### config.mk
export PLATFORM = sky130hd
export DESIGN_NAME = formula_exp_fifo
export DESIGN_NICKNAME = d
export VERILOG_FILES = /design/src/rtl/formula_pkg.sv /design/src/rtl/formula_exp_fifo.sv
export SDC_FILE = /design/constraint.sdc
export NUM_CORES = 1
export LEC_CHECK = 0
export CAP_MARGIN = 20
export CORE_MARGIN = 1
export CORE_UTILIZATION = 45
export CTS_BUF_LIST = sky130_fd_sc_hd__clkbuf_4 sky130_fd_sc_hd__clkbuf_8 sky130_fd_sc_hd__clkbuf_16
export CTS_CLUSTER_DIAMETER = 60
export DETAILED_ROUTE_END_ITERATION = 10
export SYNTH_ARGS = -nofsm -noshare
export SYNTH_HDL_FRONTEND = slang
export SYNTH_SLANG_ARGS = --single-unit
### constraint.sdc
create_clock -name clk -period 7.6 [get_ports clk]
set_input_delay 0.76 -clock clk [delete_from_list [all_inputs] [get_ports clk]]
set_output_delay 0.76 -clock clk [all_outputs]
set_load 0.03 [all_outputs]
### src/rtl/formula_pkg.sv
// rtl/formula_pkg.sv - shared types, width defaults and counter helper for the formula result checker
package formula_pkg;

    localparam int default_width     = 8;
    localparam int default_width_out = 2 * default_width + 6;

    typedef enum logic [1:0] {
        S_IDLE = 2'd0,
        S_BUSY = 2'd1,
        S_FAIL = 2'd2
    } state_t;

    // Increments a counter of w bits (w <= 32), holding it at all-ones once reached.
    function automatic logic [31:0] sat_inc(input logic [31:0] v, input int unsigned w);
        logic [32:0] lim;
        lim = (33'd1 << w) - 33'd1;
        return ({1'b0, v} >= lim) ? v : v + 32'd1;
    endfunction

endpackage

### src/rtl/formula_exp_fifo.sv
// rtl/formula_exp_fifo.sv - in-order expected-value FIFO with wrap-bit pointers
module formula_exp_fifo
    import formula_pkg::*;
#(
    parameter int width_out = default_width_out,
    parameter int depth     = 16,
    localparam int ptr_w    = $clog2(depth) + 1
) (
    input  logic                 clk,
    input  logic                 rst,
    input  logic                 clear,
    input  logic                 push,
    input  logic                 pop,
    input  logic [width_out-1:0] din,
    output logic [width_out-1:0] dout,
    output logic                 full,
    output logic                 empty,
    output logic [ptr_w-1:0]     count
);

    localparam int addr_w = ptr_w - 1;

    logic [width_out-1:0] mem [depth];
    logic [ptr_w-1:0]     wr_ptr;
    logic [ptr_w-1:0]     rd_ptr;
    logic [ptr_w-1:0]     wr_next;
    logic [ptr_w-1:0]     rd_next;
    logic                 do_push;
    logic                 do_pop;

    assign empty = (wr_ptr == rd_ptr);
    assign full  = (wr_ptr[ptr_w-1] != rd_ptr[ptr_w-1]) &&
                   (wr_ptr[addr_w-1:0] == rd_ptr[addr_w-1:0]);

    // A pop in the same cycle frees the slot a full-FIFO push needs.
    assign do_pop  = pop && !empty && !clear;
    assign do_push = push && (!full || do_pop) && !clear;

    assign wr_next = wr_ptr + {{(ptr_w-1){1'b0}}, do_push};
    assign rd_next = rd_ptr + {{(ptr_w-1){1'b0}}, do_pop};
    assign dout    = mem[rd_ptr[addr_w-1:0]];

    always_ff @(posedge clk or negedge rst) begin
        if (!rst) begin
            wr_ptr <= '0;
            rd_ptr <= '0;
            count  <= '0;
        end else if (clear) begin
            wr_ptr <= '0;
            rd_ptr <= '0;
            count  <= '0;
        end else begin
            wr_ptr <= wr_next;
            rd_ptr <= rd_next;
            count  <= wr_next - rd_next;
        end
    end

    always_ff @(posedge clk) begin
        if (do_push) begin
            mem[wr_ptr[addr_w-1:0]] <= din;
        end
    end

endmodule

==> metrics.md, run 1 <==
| Metric | Value |
|---|---|
| Outcome | `finished clean` |
| Crit path kind | `reg -> out` |
| Total number of vias | `6456` |
| Worst-case clock buffer depth | `3` |
| Max-slew violations | `0` |
| CTS sink count | `367` |
| ANT nets after route | `0` |
| CTS Hold Buffers Added | `0` |
| MaxCap Viol Count | `0` |
| Filler cells | `2322` |
| Post-CTS Setup Bufs | `0` |
| Fin crit share | `~65%` |
| Multiplexer area fraction after synthesis | `18.2%` |
| Synthesized area | `14400 um2` |
| WP data arrival | `4.19 ns` |
| Final net count | `slightly above 700` |
| Final hold slack | `0.594 ns` |
| Cell Pwr Density | `264 nW/um2` |
| Wire per inst | `26.7 um` |
| Global Route Usage Sum | `between 10% and 20%` |
| Library cells used by synthesis | `37` |
| Setup-failing EPs final | `0` |
| # DRC | `0` |
| Area share of fa/ha/maj cells after synthesis | `less than 1%` |
| Largest family of logic cells by synthesized area | `multiplexers` |
| Via/cell ratio | `between 5 and 6` |
| # port buffers | `between 50 and 60` |
| Seq. cell area | `roughly 11000 um2` |
| Drt pass-1 iters | `4` |
| RSZ-0062 raised after global routing | `no` |
| Main synth FF type | `edfxtp_1` |
| Die H | `181 um` |
| Fin cells | `1115` |
| Final wirelength | `29.8 mm` |
| Synth area leader | `edfxtp_1` |
| Worst Skew | `0.0124 ns` |
| H-Tree Depth | `2` |
| Req. time, crit path | `approximately 6.8 ns` |
| Crit-path max FO | `53` |
| Iteration-0 DRC Markers | `570` |
| Max-slew headroom | `31.4%` |
| Worst Hold Class | `reg -> reg` |
| Layout cells sized above 1 | `24.1%` |
| Multi-input logic area | `3230 um2` |
| Post-synth EDFFs | `352` |
| Tmin final | `4.95 ns` |
| Antenna violations before repair | `0` |
| Starting Density | `45.6%` |
| Worst skew pair latency | `0.52 ns` |
| First-pass GRT wire length | `between 40 and 50 mm` |
| CP top delay family | `buffers and inverters` |
| Synth Area in Simple Gates | `1.62%` |
| Critical-path cell list | `buf_4 -> mux4_1 -> mux4_2 -> clkdlybuf4s50_1` |
| Setup TNS after final layout | `0 ns` |
| Routability Congestion | `around 0.74` |
| Post-placement cell count | `1042` |
| Post-Synthesis Cells | `593` |
| Share of the yosys chip area belonging to registers | `76.3%` |
| Leakage power | `0.00535 uW` |
| Synth Area per Inst | `~24 um2` |
| #FFs+latches synth | `about 370` |
| Clk slew on worst S/H paths | `approximately 0.06 ns` |
| Row count | `65` |
| Overall power | `4450 uW` |
| Compound-gate portion of the synthesized area | `less than 1%` |
| Worst Max-Slew Pin Slew | `1.03 ns` |
| Yosys warns | `0` |
| CTS tree | `yes` |
| DIE AREA | `about 33000 um2` |
| Critical path launch point type | `flip-flop` |
| Fmax | `~200 MHz` |
| CP max stage delay | `1.11 ns` |
| Diodes inserted | `0` |
| Largest net degree at the start of global routing | `54` |
| CTS buffer count | `40` |
| Area share of the largest cell type after synthesis | `73.7%` |
| Area contributors post-synth | `edfxtp_1 74%, mux4_2 9.9%, mux4_1 8.2%` |
| Vias in the first global route | `6807` |
| Final hold vios | `0` |
| Layout Area Growth over Synthesis | `17.3%` |
| CP max stage cell | `dfrtp_4` |
| Die X-Extent | `181 um` |
| Grt total ovfl | `0` |
| I/O pins | `56` |
| Core box area | `31500 um2` |
| Post-synth ARST share | `under 10%` |
| XOR/XNOR share of the synthesized area | `0.950%` |
| Post-CTS sizing | `0` |
| Nature of the critical path endpoint | `primary output` |
| Worst IR drop on VDD | `0.126 mV` |
| HPWL Detailed | `15.9 mm` |
| Synth Net Count | `630` |
| Clk Tree Root Cell | `clkbuf_16` |
| Buf/Inv on CP | `2` |
## kinds of logic (layout without fill, tap and decap cells)
kind of cell / after synthesis / in the layout
xor gates and xnor gates: 14 / 14
AOI/OAI and AO/OA: 9 / 9
muxes: 109 / 109
DFF: 367 / 367
buffers and inverters: 36 / 156
and+or+nand+nor: 48 / 48
adders and majority gates: 10 / 10
## report_power, final
group	switching (uW)	total [uW]	internal, uW
clock network	754	2020	1260
logic	98.1	188	89.4
registers	15.2	2250	2230
## synth_stat cells (all sizes together) (2+ instances only)
cell    instances
xor2            6
nor2           26
ha              9
nand2b          2
clkbuf          6
a21oi           2
buf            23
xnor2           7
edfxtp        352
nand3b          2
dfrtp          15
inv             7
nor3            4
mux4          108
and2            2
nor2b           3
nand3           5
## cell type report
type                            count  area share (%)
Clock buffer                       50            6.50
Sequential cell                   367            65.1
Inverter                            7           0.156
Multi-Input combinational cell    190            19.2
Tap cell                          402            2.99
Timing Repair Buffer               78            4.34
Clock inverter                     21            1.75
## flip-flops by register name (all words and copies together), names as in the netlist
| name | cells |
|---|---|
| mem | 352 |
| count | 5 |
| rd_ptr | 5 |
| wr_ptr | 5 |
## layer usage
metal	share of wire, %	global-route usage (%)
met1	43	26.7
met2	50	31.5
met3	5.1	2.99
met5	0	0
met4	1.5	4.62
## metrics by stage
stage / setup slack, ns / util [%] / cell area [um2]
after floorplan: 4.47 / - / 14400
after global placement: 3.16 / 49.0 / 15400
after detailed placement: 3.12 / 49.0 / 15400
after CTS: 2.54 / 53.4 / 16800
after global routing: 2.46 / 53.5 / 16800
final: 2.65 / 53.5 / 16800
## cells in the final DEF (no fill, tap or decap), types with 2 or more instances in the layout
cell	netlist	routed
nand3_1	5	5
nor2_1	26	14
and2_1	2	2
clkdlybuf4s50_1	0	55
xnor2_1	7	7
dfrtp_4	0	2
clkinv_2	0	6
ha_1	9	9
clkbuf_4	0	9
nor2_2	0	12
dfrtp_1	15	12
clkinv_1	0	5
nor3_2	1	3
nand2b_1	2	2
mux4_2	63	63
a21oi_1	2	2
xor2_1	6	6
clkbuf_16	0	41
buf_4	1	21
nor2b_1	3	3
edfxtp_1	352	352
bufinv_16	0	7
inv_1	7	7
buf_6	9	2
nand3b_1	2	2
mux4_1	45	45
## worst register-to-register path: cells and delay by family, from the launching register on
kind            cells  cell delay [ns]
flops               1             0.85
compound gates      2             0.76
fa+ha+maj           3             0.74
buf+inv             1             0.70
xor+xnor            3             0.67
simple gates        3             0.40
## final timing paths
path                            slack [ns]  cells after the start       from         to
max in group asynchronous             6.44                      1        rst  rd_ptr[1]
worst min register to register        0.59                      2  rd_ptr[4]  rd_ptr[4]
worst min-delay path                  0.59                      2  rd_ptr[4]  rd_ptr[4]
worst max register to register        3.35                     12  rd_ptr[1]   count[3]
min in group asynchronous             0.66                      1        rst   count[1]
worst max-delay path                  2.65                      4  rd_ptr[0]   dout[16]
Note: power is estimated with default switching activity, not from simulation.
==> inputs of run 2 (changes only) <==
clock period = 4.55 ns   (was 7.6 ns; I/O delays follow)
==> metrics.md, run 2 (synthesis results as in run 1) <==
| Metric | Value |
|---|---|
| Routability Congestion | `0.814` |
| I/O pins | `56` |
| First-pass GRT wire length | `43.7 mm` |
| CP max stage cell | `dfrtp_4` |
| Via/cell ratio | `5.78` |
| Critical path launch point type | `flip-flop` |
| ANT nets after route | `0` |
| Largest net degree at the start of global routing | `between 40 and 50` |
| Worst-case clock buffer depth | `3` |
| Drt pass-1 iters | `5` |
| Layout cells sized above 1 | `between 20 and 25%` |
| Nature of the critical path endpoint | `primary output` |
| Outcome | `finished clean` |
| Clk slew on worst S/H paths | `about 0.060 ns` |
| Switching Power | `1410 uW` |
| Worst skew pair latency | `0.53 ns` |
| DIE AREA | `32600 um2` |
| Cell Pwr Density | `418 nW/um2` |
| MaxCap Viol Count | `0` |
| Worst Skew | `0.0224 ns` |
| Leakage power | `0.00526 uW` |
| Final net count | `between 700 and 800` |
| CP max stage delay | `0.90 ns` |
| Commonest non-fill, non-tap cells in the layout | `352 x edfxtp_1, 63 x mux4_2, 55 x clkdlybuf4s50_1` |
| CTS sink count | `367` |
| Switching Fraction | `20.3%` |
| Most common cell after layout, fill and taps aside | `edfxtp_1` |
| # DRC | `0` |
| HPWL Detailed | `15.8 mm` |
| Starting Density | `45.6%` |
| Fmax | `247 MHz` |
| CTS buffer count | `38` |
| Vias in the first global route | `roughly 6700` |
| Max-slew headroom | `a little over half` |
| Filler cells | `2369` |
| Die H | `181 um` |
| H-Tree Depth | `2` |
| Sequential share of power | `53.9%` |
| Total number of vias | `approximately 6400` |
| Internal power component | `5540 uW` |
| Fin cells | `1113` |
| Crit-path max FO | `47` |
| Post-CTS sizing | `0` |
| Max FFs per register | `352` |
| Die X-Extent | `approximately 180 um` |
| Fin crit share | `89.0%` |
| Gate power share | `4.7%` |
| Worst IR drop on VDD | `0.216 mV` |
| Placed cell area | `around 15000 um2` |
| Req. time, crit path | `4.09 ns` |
| Setup-failing EPs final | `0` |
| Worst Hold Class | `in -> async` |
| RSZ-0062 raised after global routing | `no` |
| Cell area after layout | `16600 um2` |
| Tmin final | `between 4 and 5 ns` |
| Clk Tree Root Cell | `clkbuf_16` |
| Global Route Usage Sum | `between 10% and 20%` |
| Worst Max-Slew Pin Slew | `approximately 0.7 ns` |
| Layout Area Growth over Synthesis | `15.9%` |
| Final wirelength | `29.4 mm` |
| Antenna violations before repair | `0` |
| CTS Hold Buffers Added | `0` |
| CTS tree | `yes` |
| Final hold vios | `0` |
| Critical-path cell list | `buf_4 -> a2111oi_0 -> a311oi_1 -> a21oi_1 -> o21ai_1 -> clkdlybuf4s50_1` |
| Crit path kind | `reg -> out` |
| Max-slew violations | `0` |
| Core box area | `between 30000 and 40000 um2` |
| Clk pwr share | `41.5%` |
| Wire per inst | `between 20 and 30 um` |
| Iteration-0 DRC Markers | `~690` |
| Row count | `65` |
| # port buffers | `55` |
| Post-placement cell count | `roughly 1000` |
| Grt total ovfl | `0` |
| Post-CTS Setup Bufs | `0` |
| WP data arrival | `3.60 ns` |
| Setup TNS after final layout | `0 ns` |
| Diodes inserted | `0` |
-- run 2: per-layer routing --
metal  GRT usage [%]  routed length (um)  part of all wire (%)  up-vias
met4            4.65                 435                   1.5        0
met1            26.4               12900                    44     3483
met2            30.4               14600                    50      180
met3            3.23                1420                   4.8       35
met5               0                   0                     0        -
li1                -                   -                     -     2737
-- run 2: power groups by stage --
stage          Sequential, uW  Combinational (uW)  Clock, uW
5_1_grt                  3740                 349       3060
4_1_cts                  3740                 330       2950
2_1_floorplan            3810                 192          0
3_5_place_dp             3810                 329          0
6_report                 3740                 324       2880
3_3_place_gp             3810                 321          0
-- run 2: stage by stage --
stage	power (uW)	util [%]	setup slack, ns	hold WS [ns]
detailed placement	4140	49.2	1.08	0.582
global route	7150	52.9	0.275	0.398
finish	6950	52.9	0.499	0.342
global placement	4130	49.2	1.10	0.564
CTS	7020	52.9	0.488	0.358
floorplan	4000	-	1.48	0.159
-- run 2: path summary, 6_finish.rpt --
path                              to  depth (start not counted)  startpoint  slack [ns]
setup / recovery            dout[21]                          6   rd_ptr[1]        0.50
setup reg to reg            count[3]                         11   rd_ptr[1]        1.10
min in group clk           rd_ptr[4]                          2   rd_ptr[4]        0.59
hold reg to reg            rd_ptr[4]                          2   rd_ptr[4]        0.59
max in group asynchronous  rd_ptr[0]                          1         rst        3.68
hold / removal              count[2]                          1         rst        0.34
-- run 2: layout make-up --
| cell class | instances | area, um2 | share of cell area, % |
|---|---|---|---|
| Inverter | 7 | 26.3 | 0.158 |
| Clock inverter | 24 | 181 | 1.09 |
| Sequential cell | 367 | 11000 | 65.8 |
| Clock buffer | 41 | 973 | 5.85 |
| Multi-Input combinational cell | 190 | 3230 | 19.4 |
| Tap cell | 402 | 503 | 3.02 |
| Timing Repair Buffer | 82 | 766 | 4.60 |
-- run 2: critical path, delay by kind of cell (launching register included) --
kind / cells / cell delay [ns]
buffers and inverters: 2 / 1.20
AOI/OAI and AO/OA: 4 / 0.92
DFF: 1 / 0.90
